## src/rtl/flag_cond_seq.sv

```systemverilog
// Microprogram sequencer that drives the microinstruction ROM address.
// It decodes the op/cond/target fields that the ROM returns, and it branches
// on the 2-bit result flags captured from the operational block.
module flag_cond_seq #(
    parameter int AW       = 6,
    parameter int WAIT_MAX = 8
) (
    input  logic          clk,
    input  logic          rst_n,
    input  logic          start,
    input  logic [1:0]    flags,
    input  logic          flags_vld,
    input  logic [1:0]    mi_op,
    input  logic [1:0]    mi_cond,
    input  logic [AW-1:0] mi_addr,
    output logic [AW-1:0] uaddr,
    output logic          busy,
    output logic          done,
    output logic          err,
    output logic          taken
);

    localparam int WCW = (WAIT_MAX > 1) ? $clog2(WAIT_MAX) : 1;
    localparam logic [WCW-1:0] WCNT_LAST = WCW'(WAIT_MAX - 1);

    localparam logic [1:0] OP_NEXT   = 2'b00;
    localparam logic [1:0] OP_JUMP   = 2'b01;
    localparam logic [1:0] OP_BRANCH = 2'b10;
    localparam logic [1:0] OP_HALT   = 2'b11;

    typedef enum logic [1:0] {
        S_IDLE  = 2'b00,
        S_RUN   = 2'b01,
        S_WAITF = 2'b10,
        S_HALT  = 2'b11
    } state_t;

    state_t          state_q, state_d;
    logic [AW-1:0]   uaddr_q, uaddr_d;
    logic            busy_q, busy_d;
    logic            done_q, done_d;
    logic            err_q, err_d;
    logic            taken_q, taken_d;
    logic [1:0]      flags_q, flags_d;
    logic            fresh_q, fresh_d;
    logic [WCW-1:0]  wcnt_q, wcnt_d;

    // Flags seen by a branch: a strobe in the same cycle bypasses the register.
    logic [1:0]      ef;
    logic            avail;
    logic            br_hit;
    logic [AW-1:0]   uaddr_inc;

    // Branch evaluation terms shared by RUN and WAITF.
    always_comb begin
        ef        = flags_vld ? flags : flags_q;
        avail     = flags_vld | fresh_q;
        br_hit    = (ef == mi_cond);
        uaddr_inc = uaddr_q + AW'(1);
    end

    // Next-state logic for the sequencer and the flag capture register.
    always_comb begin
        state_d = state_q;
        uaddr_d = uaddr_q;
        done_d  = done_q;
        err_d   = err_q;
        taken_d = 1'b0;
        wcnt_d  = wcnt_q;
        flags_d = flags_vld ? flags : flags_q;
        fresh_d = flags_vld ? 1'b1 : fresh_q;

        case (state_q)
            S_IDLE, S_HALT: begin
                if (start) begin
                    uaddr_d = '0;
                    done_d  = 1'b0;
                    err_d   = 1'b0;
                    state_d = S_RUN;
                end
            end

            S_RUN: begin
                case (mi_op)
                    OP_NEXT: uaddr_d = uaddr_inc;
                    OP_JUMP: uaddr_d = mi_addr;
                    OP_BRANCH: begin
                        if (avail) begin
                            // Evaluation consumes the flags, including a bypassed strobe.
                            fresh_d = 1'b0;
                            taken_d = br_hit;
                            uaddr_d = br_hit ? mi_addr : uaddr_inc;
                        end else begin
                            wcnt_d  = '0;
                            state_d = S_WAITF;
                        end
                    end
                    OP_HALT: begin
                        done_d  = 1'b1;
                        state_d = S_HALT;
                    end
                    default: uaddr_d = uaddr_q;
                endcase
            end

            S_WAITF: begin
                // Address is held, so the ROM keeps presenting the same BRANCH.
                if (avail) begin
                    fresh_d = 1'b0;
                    taken_d = br_hit;
                    uaddr_d = br_hit ? mi_addr : uaddr_inc;
                    state_d = S_RUN;
                end else if (wcnt_q == WCNT_LAST) begin
                    err_d   = 1'b1;
                    state_d = S_HALT;
                end else begin
                    wcnt_d  = wcnt_q + WCW'(1);
                end
            end

            default: state_d = S_IDLE;
        endcase

        busy_d = (state_d == S_RUN) || (state_d == S_WAITF);
    end

    // State and output registers; reset takes effect without a clock edge.
    always_ff @(posedge clk or negedge rst_n) begin
        if (!rst_n) begin
            state_q <= S_IDLE;
            uaddr_q <= '0;
            busy_q  <= 1'b0;
            done_q  <= 1'b0;
            err_q   <= 1'b0;
            taken_q <= 1'b0;
            flags_q <= 2'b00;
            fresh_q <= 1'b0;
            wcnt_q  <= '0;
        end else begin
            state_q <= state_d;
            uaddr_q <= uaddr_d;
            busy_q  <= busy_d;
            done_q  <= done_d;
            err_q   <= err_d;
            taken_q <= taken_d;
            flags_q <= flags_d;
            fresh_q <= fresh_d;
            wcnt_q  <= wcnt_d;
        end
    end

    assign uaddr = uaddr_q;
    assign busy  = busy_q;
    assign done  = done_q;
    assign err   = err_q;
    assign taken = taken_q;

endmodule

```

## config.mk

```make
export PLATFORM = sky130hd
export DESIGN_NAME = flag_cond_seq
export DESIGN_NICKNAME = d
export VERILOG_FILES = /design/src/rtl/flag_cond_seq.sv
export SDC_FILE = /design/constraint.sdc
export NUM_CORES = 1
export LEC_CHECK = 0
export ABC_AREA = 1
export BUFFER_PORTS_ARGS = -buffer_cell sky130_fd_sc_hd__buf_2
export CORE_MARGIN = 5
export CORE_UTILIZATION = 29
export DETAILED_ROUTE_END_ITERATION = 16
export SYNTH_ARGS = -nofsm -noshare
export SYNTH_HDL_FRONTEND = slang
export SYNTH_SLANG_ARGS = --single-unit
```

## constraint.sdc

```tcl
create_clock -name clk -period 2.2 [get_ports clk]
set_input_delay 0.33 -clock clk [delete_from_list [all_inputs] [get_ports clk]]
set_output_delay 0.33 -clock clk [all_outputs]
set_load 0.03 [all_outputs]
```

# After elaboration in Yosys (flattened, before gate mapping)
# Index checks and enable logic that the tools add are counted.
dict set report totals {
  input_bits 16
  reg_bits 18
}
dict set report classes {
  addsub 2
  n_reduce_logical 11
  eq_ne 18
  n_mux 30
  bitwise_logic 1
}
# cell n
set op_table {}
lappend op_table {{case mux 6 bit (3 select lines)} 2}
lappend op_table {{two-way mux 6 bit} 3}
lappend op_table {{two-way mux 3 bit} 4}
lappend op_table {{!= test 2 bit, second input constant} 6}
lappend op_table {{== test 2 bit, second input constant} 5}
lappend op_table {{two-way mux 2 bit} 5}
lappend op_table {{two-way mux 1 bit} 9}
lappend op_table {{case mux 1 bit (2 select lines)} 4}
lappend op_table {{adder 6 x 1 -> 6 bit, second input constant} 1}
lappend op_table {{== test 2 x 1 -> 1 bit, second input constant} 3}
lappend op_table {{case mux 2 bit (3 select lines)} 1}
lappend op_table {{case mux 3 bit (2 select lines)} 1}
lappend op_table {{nonzero test 2 bit} 3}
lappend op_table {{AND reduction 5 bit} 1}
lappend op_table {{logical NOT 2 bit} 2}
lappend op_table {{!= test 4 x 2 -> 1 bit, second input constant} 1}
lappend op_table {{case mux 2 bit (2 select lines)} 1}
lappend op_table {{AND reduction 4 bit} 1}
lappend op_table {{adder 3 x 1 -> 3 bit, second input constant} 1}
lappend op_table {{== test 3 bit, second input constant} 1}
lappend op_table {{AND reduction 3 bit} 1}
lappend op_table {{== test 2 bit} 1}
lappend op_table {{!= test 2 x 1 -> 1 bit, second input constant} 1}
lappend op_table {{AND reduction 2 bit} 1}
lappend op_table {{other kinds (3)} 3}

# Depth between registers and ports, before layout
# Gate-level depths: netlist (run 1).
dict set report depth {
  depth_word 6
  depth_mapped 14
  depth_no_buf 14
}

# Least setup slack after synthesis (run 1)
# OpenSTA, ideal clock, no wires.
dict set report synth_timing {
  path_kind {register to register}
  start {reg uaddr_q[0] (netlist: uaddr[0])}
  end {reg uaddr_q[4] (netlist: uaddr[4])}
  path_buffers 0
  setup_slack_ps 641
  synth_period_minus_slack_ps 1559
  t_arrival_ps 1441
  stages_incl_launch_ff 12
  t_required_ps 2083
  cell_sequence {dfrtp_1 ha_1 nand3_1 xor2_1 nand2_2 nand3_2 nand3_2 nand2_1 nand2_1 nand2_1 nand2_1 nand2_1}
}
dict set report synth_via {
  elab_chain_len 5
}
# element line
set synth_lines {}
lappend synth_lines {{start, declared} 39} ;# logic [AW-1:0] uaddr_q, uaddr_d;
lappend synth_lines {{start signal, assigned} 141} ;# uaddr_q <= uaddr_d;
lappend synth_lines {{adder 6 x 1 -> 6 bit (*)} 59} ;# uaddr_inc = uaddr_q + AW'(1);
lappend synth_lines {{two-way mux 6 bit} {92, 111}}
lappend synth_lines {{two-way mux 6 bit} {88, 108}}
lappend synth_lines {{case mux 6 bit (3 select lines)} 84} ;# case (mi_op)
lappend synth_lines {{case mux 6 bit (3 select lines) (*)} 73} ;# case (state_q)
# Every way passes the cells marked *; elsewhere a longest branch is shown, timed or not.
# A chain may end at the register's enable or synchronous reset.

# Final worst setup path (run 1)
dict set report layout_timing {
  start {reg state_q[1]}
  end {reg wcnt_q[0]}
}
dict set report layout_via {
  elab_chain_len 3
  word_cells_on_any_way 9
}
# element line
set layout_lines {}
lappend layout_lines {{start, declared} 38} ;# state_t state_q, state_d;
lappend layout_lines {{start signal, assigned} 140} ;# state_q <= state_d;
lappend layout_lines {{== test 2 x 1 -> 1 bit or == test 2 bit (tied branches)} 73}
lappend layout_lines {{!= test 2 bit (no source line) or nonzero test 2 bit (tied branches)} -}
lappend layout_lines {{AND reduction 5 bit (no source line)} -}
lappend layout_lines {{end signal, assigned} 148} ;# wcnt_q <= wcnt_d;
lappend layout_lines {{end, declared} 46} ;# logic [WCW-1:0] wcnt_q, wcnt_d;
# Parallel ways exist; a longest one is shown, timed or not.

==> results of run 1 <==
-- path summary, 6_finish.rpt --
check	from	endpoint	slack, ns	depth (start not counted)
worst max register to register	state_q[1]	wcnt_q[0]	0.43	10
worst max-delay path	state_q[1]	wcnt_q[0]	0.43	10
worst min register to register	wcnt_q[2]	wcnt_q[2]	0.50	2
worst min-delay path	rst_n	uaddr[0]	-0.004	1
min in group clk	start	err	0.28	2
max in group asynchronous	rst_n	flags_q[0]	1.89	1
-- final cells by class --
class                      count  area share
multi-input combinational    151       0.499
sequential                    18       0.261
timing repair buffer          29      0.0899
inverter                      32      0.0696
tap                           67      0.0486
clock buffer                   4      0.0319
-- cell usage after synthesis, types with 5 or more instances --
library cell | count | area, µm²
o21ai_1 | 11 | 55.1
inv_2 | 8 | 30.0
nor2_1 | 9 | 33.8
nand3_1 | 14 | 70.1
nand2_2 | 6 | 37.5
nand3_2 | 7 | 70.1
a21oi_1 | 10 | 50.1
ha_1 | 9 | 113
dfrtp_1 | 18 | 450
o21ai_0 | 5 | 25.0
nand2_1 | 58 | 218
inv_1 | 24 | 90.1
-- per-stage QoR --
step / hold WS [ns] / instance area (µm²)
final: -0.00372 / 1730
after floorplan: 0.0344 / 1460
after global routing: 0.0336 / 1730
after detailed placement: 0.305 / 1670
after CTS: 0.0132 / 1730
after global placement: 0.299 / 1670
-- metal layers --
layer	wire length, µm	vias up
met5	0	-
met4	19	0
met3	190	2
met2	1730	28
met1	1660	596
li1	-	716
-- where the power goes --
group / total, mW / switching (mW) / leakage (nW) / internal [mW]
clock: 0.279 / 0.120 / 0.0288 / 0.159
combinational: 1.06 / 0.702 / 0.653 / 0.363
sequential: 0.500 / 0.0746 / 0.232 / 0.425
total: 1.84 / 0.896 / 0.914 / 0.947
-- layout by cell type, fill, tap and decap left out --
cell type  netlist  layout
xor2_1           2       2
a31oi_1          3       3
a21oi_1         10      10
nor2_1           9       9
nor3_2           1       1
a41oi_1          1       1
o21ai_1         11      11
nand2_2          6       6
clkbuf_8         0       4
nor4_1           1       1
nand3_2          7       7
nor3_1           1       1
ha_1             9       9
dfrtp_1         18      18
buf_4            2       4
nand2_1         58      58
o31ai_1          2       2
nand3_1         14      14
inv_2            8       8
nor2_2           1       1
nor2_4           1       1
buf_2            1      25
o211ai_1         1       1
nand2_8          1       1
nand2_4          2       2
o21ai_0          5       5
xnor2_1          2       2
inv_1           24      24
a22oi_1          2       2
nand3b_1         1       1
-- sequential cells by signal, indices dropped and copies added, names as in the netlist --
name     cells
wcnt_q       3
done         1
fresh_q      1
err          1
uaddr        6
busy         1
state_q      2
flags_q      2
taken        1
-- cell families (layout without fill, tap and decap cells) --
group | Yosys count | count (layout) | share of synthesized area
and+or+nand+nor | 103 | 103 | 0.356
buffers and inverters | 36 | 65 | 0.0989
AOI/OAI and AO/OA | 35 | 35 | 0.134
DFF | 18 | 18 | 0.310
adders and majority gates | 9 | 9 | 0.0774
xor gates and xnor gates | 4 | 4 | 0.0241
==> out/metrics.csv, run 1 <==
stage,metric,value,unit
drt,wl_per_cell,12.0,µm
cts,cts-root-buf,clkbuf_8,
die,die_w,80.8,µm
global_routing,antenna_found_initial,0,
synthesis,synth_edf_count,0,
sta,rsz0062_at_grt,no,
drt,num_vias,1342,
final_layout,nets,260,
cts,cts_tree,built,
final_layout,layout-drive-gt1-share,0.256,
final_layout,multi_input_area,861,µm²
die,die_area,0.00653,mm²
global_routing,use_met2,0.195,
flow_run,maxCapViolCount,0,
pwr,power.density,1070,mW/mm²
sta,worst_slack,0.428,ns
final_layout,instances_no_fill,301,
drt,first_pass_iters,4,
cts,cts.path.max_buffers,2,
cts,hold_buffers,0,
drt,via_per_inst,4.46,
placement,dp_cells,297,
sta,relSlewSlack,0.715,
outcome,status,finished with violations,
synthesis,synth.distinct_cells,30,
sta,skew,0.0109,ns
placement,place.gp.congestion,0.907,
final_layout,area_delta_synth_final,18.6,%
synthesis,async_flop_share,1.00,
global_routing,grt_pass1_vias,1287,
sta,fin_tns_setup,0,ns
sta,hold_ws,-0.00372,ns
pwr,p_leak,0.914,nW
synthesis,yosys_warnings,0,
worst_setup_path,cp_common_cell,inv_2,
worst_setup_path,startpoint_type,register,
cts,numCtsBuffers,3,
die,num_rows,25,
die,start_util,0.304,
sta,min_period,1.77,ns
cts,cts_resized,0,
worst_setup_path,worstSetupPathType,reg2reg,
synthesis,synth-main-ff-cell,dfrtp_1,
sta,hold_viol,7,
worst_setup_path,cpMaxStageDelayCell,dfrtp_1,
global_routing,grt_first_pass_wirelength,6120,µm
outcome,violations,hold timing,
worst_setup_path,slowest_delay,0.40,ns
final_layout,seqCellArea,450,µm²
worst_setup_path,required,2.34,ns
drt,wl,3600,µm
global_routing,grt.busiest_layer,met2,
worst_setup_path,cp.arrival,1.91,ns
die,die_y,80.8,µm
synthesis,ys_seq_elements,18,
cts,clkTransAtPathRegs,0.08,ns
drt,drt_iter0_markers,47,
die,core,0.00479,mm²
worst_setup_path,worstPathCellList,inv_1 -> ha_1 -> inv_2 -> nor2_4 -> nor2_1 -> inv_2 -> nor3_2 -> inv_2 -> nand2_1 -> o21ai_1,
pwr,total_power,1.84,mW
worst_setup_path,end_kind,register,
synthesis,synth_area,0.00146,mm²
global_routing,grt_max_degree,19,
synthesis,synth_fp_nets,230,
synthesis,syn_inst,205,
synthesis,synth_area_per_cell,7.10,µm²
worst_setup_path,critical_path.max_fanout,9,
sta,slew_viol_final,0,
global_routing,grt_overflow,0,
global_routing,grt_use_met1,0.158,
global_routing,grt.total_usage,0.120,
cts,worstSkewPairLatency,0.26,ns
sta,timing.fmax,0.564,GHz
drt,route.detailed.drc,0,
placement,dpl.hpwl,2950,µm
synthesis,synth_seq_area_share,0.310,
placement,post-place-ws,0.434,ns
sta,post-route-period-util,0.806,
final_layout,utilization,0.361,
die,ioPinCount,26,
cts,htree_levels,1,
worst_setup_path,worst-path-buf-inv,4,
hold_path,hp-class,in2async,
placement,portBuffers,25,
drt,ant_nets,0,
cts,cts.sinks,18,
final_layout,diodes,0,
final_layout,fill_cells,513,
sta,finalSetupViolations,0,
pwr,ir_drop,0.386,mV
sta,worst_pin_slew,0.428,ns
global_routing,grt_use_met3,0.0333,
worst_setup_path,path_delay_family,simple AND/OR/NAND/NOR gates,
cts,post_cts_buffers,0,
No activity file was read; power rests on OpenSTA's default activity.
==> inputs of run 2 (changes only) <==
--- a/config.mk
+++ b/config.mk
@@ -5,7 +5,7 @@
 export SDC_FILE = /design/constraint.sdc
 export NUM_CORES = 1
 export LEC_CHECK = 0
-export ABC_AREA = 1
+export ABC_AREA = 0
 export BUFFER_PORTS_ARGS = -buffer_cell sky130_fd_sc_hd__buf_2
 export CORE_MARGIN = 5
 export CORE_UTILIZATION = 29
==> constraint.sdc (replaced) <==
create_clock -name clk -period 1.7 [get_ports clk]
set_input_delay 0.255 -clock clk [delete_from_list [all_inputs] [get_ports clk]]
set_output_delay 0.255 -clock clk [all_outputs]
set_load 0.03 [all_outputs]
==> out/metrics.csv, run 2 <==
stage,metric,value,unit
die,num_rows,25,
die,core,0.00469,mm²
placement,dp_cells,278,
synthesis,yosys-top-cells-count,"18 x dfrtp_1, 18 x nand2_1, 12 x inv_1, 11 x a21oi_1, 11 x nand3_1",
synthesis,synth_seq_area_share,0.322,
worst_setup_path,startpoint_type,register,
worst_setup_path,cpMaxStageDelayCell,dfrtp_1,
sta,min_period,1.66,ns
worst_setup_path,required,1.84,ns
final_layout,area_delta_synth_final,40.6,%
global_routing,grt_max_degree,19,
synthesis,synth.largest_area_cell,dfrtp_1,
final_layout,largest_reg_flops,6,
worst_setup_path,slowest_delay,0.38,ns
worst_setup_path,end_kind,register,
drt,via_per_inst,5.19,
synthesis,yosys_warnings,0,
drt,route.detailed.drc,0,
drt,first_pass_iters,4,
worst_setup_path,r2r_setup_slack,0.04,ns
synthesis,ys_top_cells_by_area,"dfrtp_1 32%, ha_1 8.1%, nand2_1 4.8%",
sta,post-route-period-util,0.976,
sta,finalSetupViolations,0,
sta,timing.fmax,0.603,GHz
drt,ant_nets,0,
placement,dpl.hpwl,3070,µm
drt,wl_met1,1780,µm
drt,met2RoutedLength,1960,µm
sta,slew_viol_final,0,
synthesis,synth_edf_count,0,
cts,clkTransAtPathRegs,0.08,ns
synthesis,async_flop_share,1.00,
global_routing,grt_overflow,0,
synthesis,synth_area,0.00140,mm²
drt,highest_layer,met4,
cts,htree_levels,1,
placement,place.gp.congestion,0.846,
synthesis,synth-main-ff-cell,dfrtp_1,
sta,skew,0.00739,ns
worst_setup_path,cp.arrival,1.79,ns
synthesis,synth_area_per_cell,8.28,µm²
outcome,status,"finished, final reports clean",
synthesis,synth_fp_nets,194,
worst_setup_path,critical_path.max_fanout,2,
final_layout,final_common_cell,buf_4,
drt,wl,4010,µm
sta,relSlewSlack,0.700,
final_layout,diodes,0,
global_routing,grt_pass1_vias,1459,
pwr,p_leak,0.945,nW
final_layout,layout-drive-gt1-share,0.365,
cts,cts.sinks,18,
pwr,total_power,2.71,mW
synthesis,ys_seq_elements,18,
pwr,ir_drop,0.620,mV
final_layout,design_area,0.00197,mm²
synthesis,synth.distinct_cells,45,
cts,worstSkewPairLatency,0.26,ns
worst_setup_path,worstSetupPathType,reg2reg,
cts,cts-root-buf,clkbuf_8,
drt,num_vias,1475,
die,die_w,79.5,µm
final_layout,final_cell_mix,"38 x buf_4, 25 x buf_2, 17 x nand2_1",
worst_setup_path,path_delay_family,simple AND/OR/NAND/NOR gates,
hold_path,hp-class,in2reg,
global_routing,antenna_found_initial,0,
worst_setup_path,worstPathCellList,or3b_4 -> and2_4 -> o21a_1 -> o32a_1 -> xor2_1,
sta,hold_ws,0.353,ns
placement,portBuffers,25,
pwr,power.density,1380,mW/mm²
placement,placed_area,0.00186,mm²
synthesis,yosysTopAreaCellShare,0.322,
cts,numCtsBuffers,3,
drt,drt_iter0_markers,144,
synthesis,syn_inst,169,
die,die_area,0.00631,mm²
drt,wl_per_cell,14.1,µm
final_layout,nets,256,
die,start_util,0.298,
die,die_y,79.5,µm
sta,hold_viol,0,
drt,wl_met3,250,µm
sta,rsz0062_at_grt,yes,
die,ioPinCount,26,
sta,worst_pin_slew,0.450,ns
flow_run,maxCapViolCount,0,
cts,cts.path.max_buffers,2,
final_layout,utilization,0.419,
global_routing,grt_first_pass_wirelength,6840,µm
global_routing,grt.total_usage,0.135,
worst_setup_path,worst-path-buf-inv,0,
cts,cts_tree,built,
final_layout,instances_no_fill,284,
[run 2: changes by cell type in the layout (fill, tap and decap cells not counted), moves of 6 or more]
cell	delta
nand2_1	-41
buf_4	+34
inv_1	-14
o21ai_1	-8
nand3_2	-7
inv_2	-6
mux2i_1	+6
[run 2: layout make-up]
class	instances	area (µm²)
Fill cell	485	2730
Multi-Input combinational cell	132	925
Sequential cell	18	454
Timing Repair Buffer	64	420
Tap cell	54	67.6
Clock buffer	4	55.1
Inverter	12	45.0
[run 2: kinds of logic (layout without fill, tap and decap cells)]
family                   after synthesis  in the layout  share of synthesized area
adder cells (fa/ha/maj)                9              9                     0.0805
AO/OA/AOI/OAI                         46             46                      0.219
AND/OR/NAND/NOR                       63             63                      0.226
multiplexers                           7              7                     0.0510
flip-flops                            18             18                      0.322
XOR/XNOR                               7              7                     0.0438
buffers and inverters                 19             80                     0.0572
[run 2: final timing paths]
check                            from        to  depth (start not counted)
min reg2reg                      done      done                          2
min in group asynchronous       rst_n     taken                          2
max                           fresh_q      busy                          5
max reg2reg                   fresh_q      busy                          5
max in group asynchronous       rst_n  uaddr[0]                          2
min                        mi_addr[5]  uaddr[5]                          3
[run 2: power breakdown]
| group | internal (mW) | leakage, nW | switching (mW) |
|---|---|---|---|
| registers | 0.556 | 0.230 | 0.0999 |
| logic | 0.786 | 0.686 | 0.895 |
| clock network | 0.206 | 0.0288 | 0.165 |
[run 2: metrics by stage]
stage               setup WS, ns  TNS (ns)
global placement          -0.181    -0.559
detailed placement        -0.207    -0.752
global route             -0.0205   -0.0529
CTS                      0.00648         0
floorplan                -0.0692    -0.138
finish                    0.0405         0
[run 2: per-layer routing]
layer / track usage / up-vias
met5: 0 / -
met4: 0.0292 / 0
met3: 0.0350 / 5
met2: 0.228 / 51
met1: 0.171 / 682
li1: - / 737
[run 2: worst reg2reg max path: stages (launching register included)]
cell     delay (ns)
dfrtp_1        0.38
or3b_4         0.37
and2_4         0.17
o21a_1         0.16
o32a_1         0.31
xor2_1         0.15
[run 2: repair_timing]
item | in CTS | in global routing
endpoints found under the hold margin | 18 | 0
buffers inserted | 1 | 0
hold buffers | 1 | 0
gates resized for setup | 2 | 9
endpoints found under the setup margin | 2 | 10
pin swaps | 1 | 0
cloned | 0 | 0
==> inputs of run 3 (changes only) <==
--- a/config.mk
+++ b/config.mk
@@ -8,8 +8,9 @@
 export ABC_AREA = 0
 export BUFFER_PORTS_ARGS = -buffer_cell sky130_fd_sc_hd__buf_2
 export CORE_MARGIN = 5
-export CORE_UTILIZATION = 29
+export CORE_UTILIZATION = 55
 export DETAILED_ROUTE_END_ITERATION = 16
+export PLACE_DENSITY = 0.88
 export SYNTH_ARGS = -nofsm -noshare
 export SYNTH_HDL_FRONTEND = slang
 export SYNTH_SLANG_ARGS = --single-unit
==> out/metrics.csv, run 3 (synthesis gave the netlist of run 2 again) <==
stage,metric,value,unit
global_routing,grt_pass1_vias,1663,
sta,skew,0.0130,ns
sta,finalSetupViolations,1,
global_routing,grt_overflow,0,
global_routing,grt_use_met3,0.0383,
pwr,total_power,2.77,mW
final_layout,multi_input_area,985,µm²
final_layout,area_delta_synth_final,39.7,%
worst_setup_path,worstSetupStartpoint,fresh_q,
drt,drt_iter0_markers,181,
worst_setup_path,startpoint_type,register,
sta,post-route-period-util,1.01,
drt,route.detailed.drc,0,
final_layout,final_common_cell,buf_4,
global_routing,grt.busiest_layer,met2,
sta,rsz0062_at_grt,yes,
die,ioPinCount,26,
global_routing,grt_first_pass_wirelength,7360,µm
final_layout,largest_reg_flops,6,
drt,via_per_inst,6.39,
cts,cts.sinks,18,
sta,slew_viol_final,0,
final_layout,utilization,0.796,
sta,hold_viol,0,
global_routing,grt.total_usage,0.264,
sta,worst_pin_slew,0.415,ns
hold_path,whs_endpoint,flags_q[0],
sta,timing.fmax,0.584,GHz
worst_setup_path,worstSetupPathType,reg2reg,
cts,htree_levels,1,
final_layout,design_area,0.00195,mm²
worst_setup_path,cp.arrival,1.91,ns
sta,relSlewSlack,0.724,
placement,post-place-ws,-0.252,ns
die,die_area,0.00365,mm²
final_layout,final_cell_mix,"36 x buf_4, 25 x buf_2, 16 x nand2_1",
die,start_util,0.570,
hold_path,hold_depth,3,
worst_setup_path,r2r_cells,5,
placement,place.gp.congestion,0.869,
drt,wl,4910,µm
final_layout,seqCellArea,455,µm²
drt,first_pass_iters,5,
cts,worstSkewPairLatency,0.31,ns
pwr,ir_drop,1.34,mV
die,core,0.00245,mm²
die,die_w,60.4,µm
pwr,power.density,1420,mW/mm²
cts,cts.path.max_buffers,2,
die,die_y,60.4,µm
final_layout,layout-drive-gt1-share,0.399,
final_layout,nets,254,
global_routing,grt_use_met1,0.293,
cts,cts_tree,built,
global_routing,antenna_found_initial,0,
hold_path,hp-start,flags[0],
drt,num_vias,1648,
drt,ant_nets,0,
outcome,status,finished with violations,
placement,dp_cells,247,
placement,placed_area,0.00178,mm²
worst_setup_path,critical_path.max_fanout,2,
final_layout,instances_no_fill,258,
sta,worst_slack,-0.0132,ns
worst_setup_path,regToRegStartpoint,fresh_q,
die,num_rows,18,
outcome,violations,setup timing,
placement,portBuffers,25,
flow_run,maxCapViolCount,0,
cts,numCtsBuffers,3,
final_layout,fill_cells,152,
final_layout,diodes,0,
pwr,p_leak,0.932,nW
hold_path,hp-class,in2reg,
global_routing,grt_max_degree,19,
worst_setup_path,end_kind,register,
global_routing,use_met2,0.483,
placement,dpl.hpwl,3230,µm
cts,clkTransAtPathRegs,0.12,ns
worst_setup_path,reg2reg_to,busy,
cts,cts-root-buf,clkbuf_4,
drt,wl_per_cell,19.0,µm
worst_setup_path,required,1.89,ns
worst_setup_path,r2r_setup_slack,-0.01,ns
sta,min_period,1.71,ns
-- run 3: changes by cell type in the layout (fill, tap and decap cells not counted), moves of 2 or more --
cell | previous run | this run
buf_4 | 38 | 36
clkbuf_4 | 0 | 3
mux2i_1 | 6 | 3
mux2i_2 | 0 | 2
clkbuf_8 | 4 | 0
xnor2_1 | 3 | 1
xnor2_2 | 0 | 2
-- run 3: power by group --
| group | leakage, nW | total [mW] | internal [mW] | switching, mW |
|---|---|---|---|---|
| combinational | 0.688 | 1.85 | 0.830 | 1.02 |
| sequential | 0.229 | 0.682 | 0.557 | 0.125 |
| clock | 0.0150 | 0.243 | 0.0916 | 0.152 |
| total | 0.932 | 2.77 | 1.48 | 1.30 |
-- run 3: area by class of cell --
class,count,share of cell area
inverter,12,0.0230
sequential,18,0.233
multi-input combinational,132,0.504
tap,30,0.0192
clock buffer,4,0.0134
timing repair buffer,62,0.207
-- run 3: worst max-delay path by stage --
stage          slack [ns]  cells past startpoint       end
2_1_floorplan       -0.07                      7      busy
3_3_place_gp        -0.17                      8      busy
3_5_place_dp        -0.25                      8      busy
4_1_cts             0.003                      5      busy
5_1_grt             -0.05                      6  uaddr[3]
6_report            -0.01                      5      busy
-- run 3: what timing repair did --
| item | CTS | global route |
|---|---|---|
| setup buffers | 3 | 3 |
| endpoints found under the hold margin | 18 | 0 |
| endpoints found under the setup margin | 10 | 12 |
| hold buffers | 1 | 0 |
| pin swaps | 4 | 2 |
| gates resized for setup | 11 | 14 |
-- run 3: per-layer routing --
metal | part of all wire | vias to the layer above | wire length (µm)
li1 | - | 730 | -
met1 | 0.35 | 760 | 1730
met2 | 0.49 | 113 | 2420
met3 | 0.091 | 45 | 446
met4 | 0.062 | 0 | 305
met5 | 0 | - | 0
-- run 3: worst max-delay path: stages (launching register included) --
cell,delay [ns]
dfrtp_1,0.41
or3b_4,0.41
and2_4,0.16
o21a_1,0.17
o32a_1,0.32
xor2_1,0.15
-- run 3: stage by stage --
stage	hold slack (ns)	TNS, ns
final	0.248	-0.0132
after detailed placement	0.217	-1.21
after CTS	0.191	0
after floorplan	-0.0406	-0.138
after global routing	0.246	-0.147
after global placement	0.209	-0.415
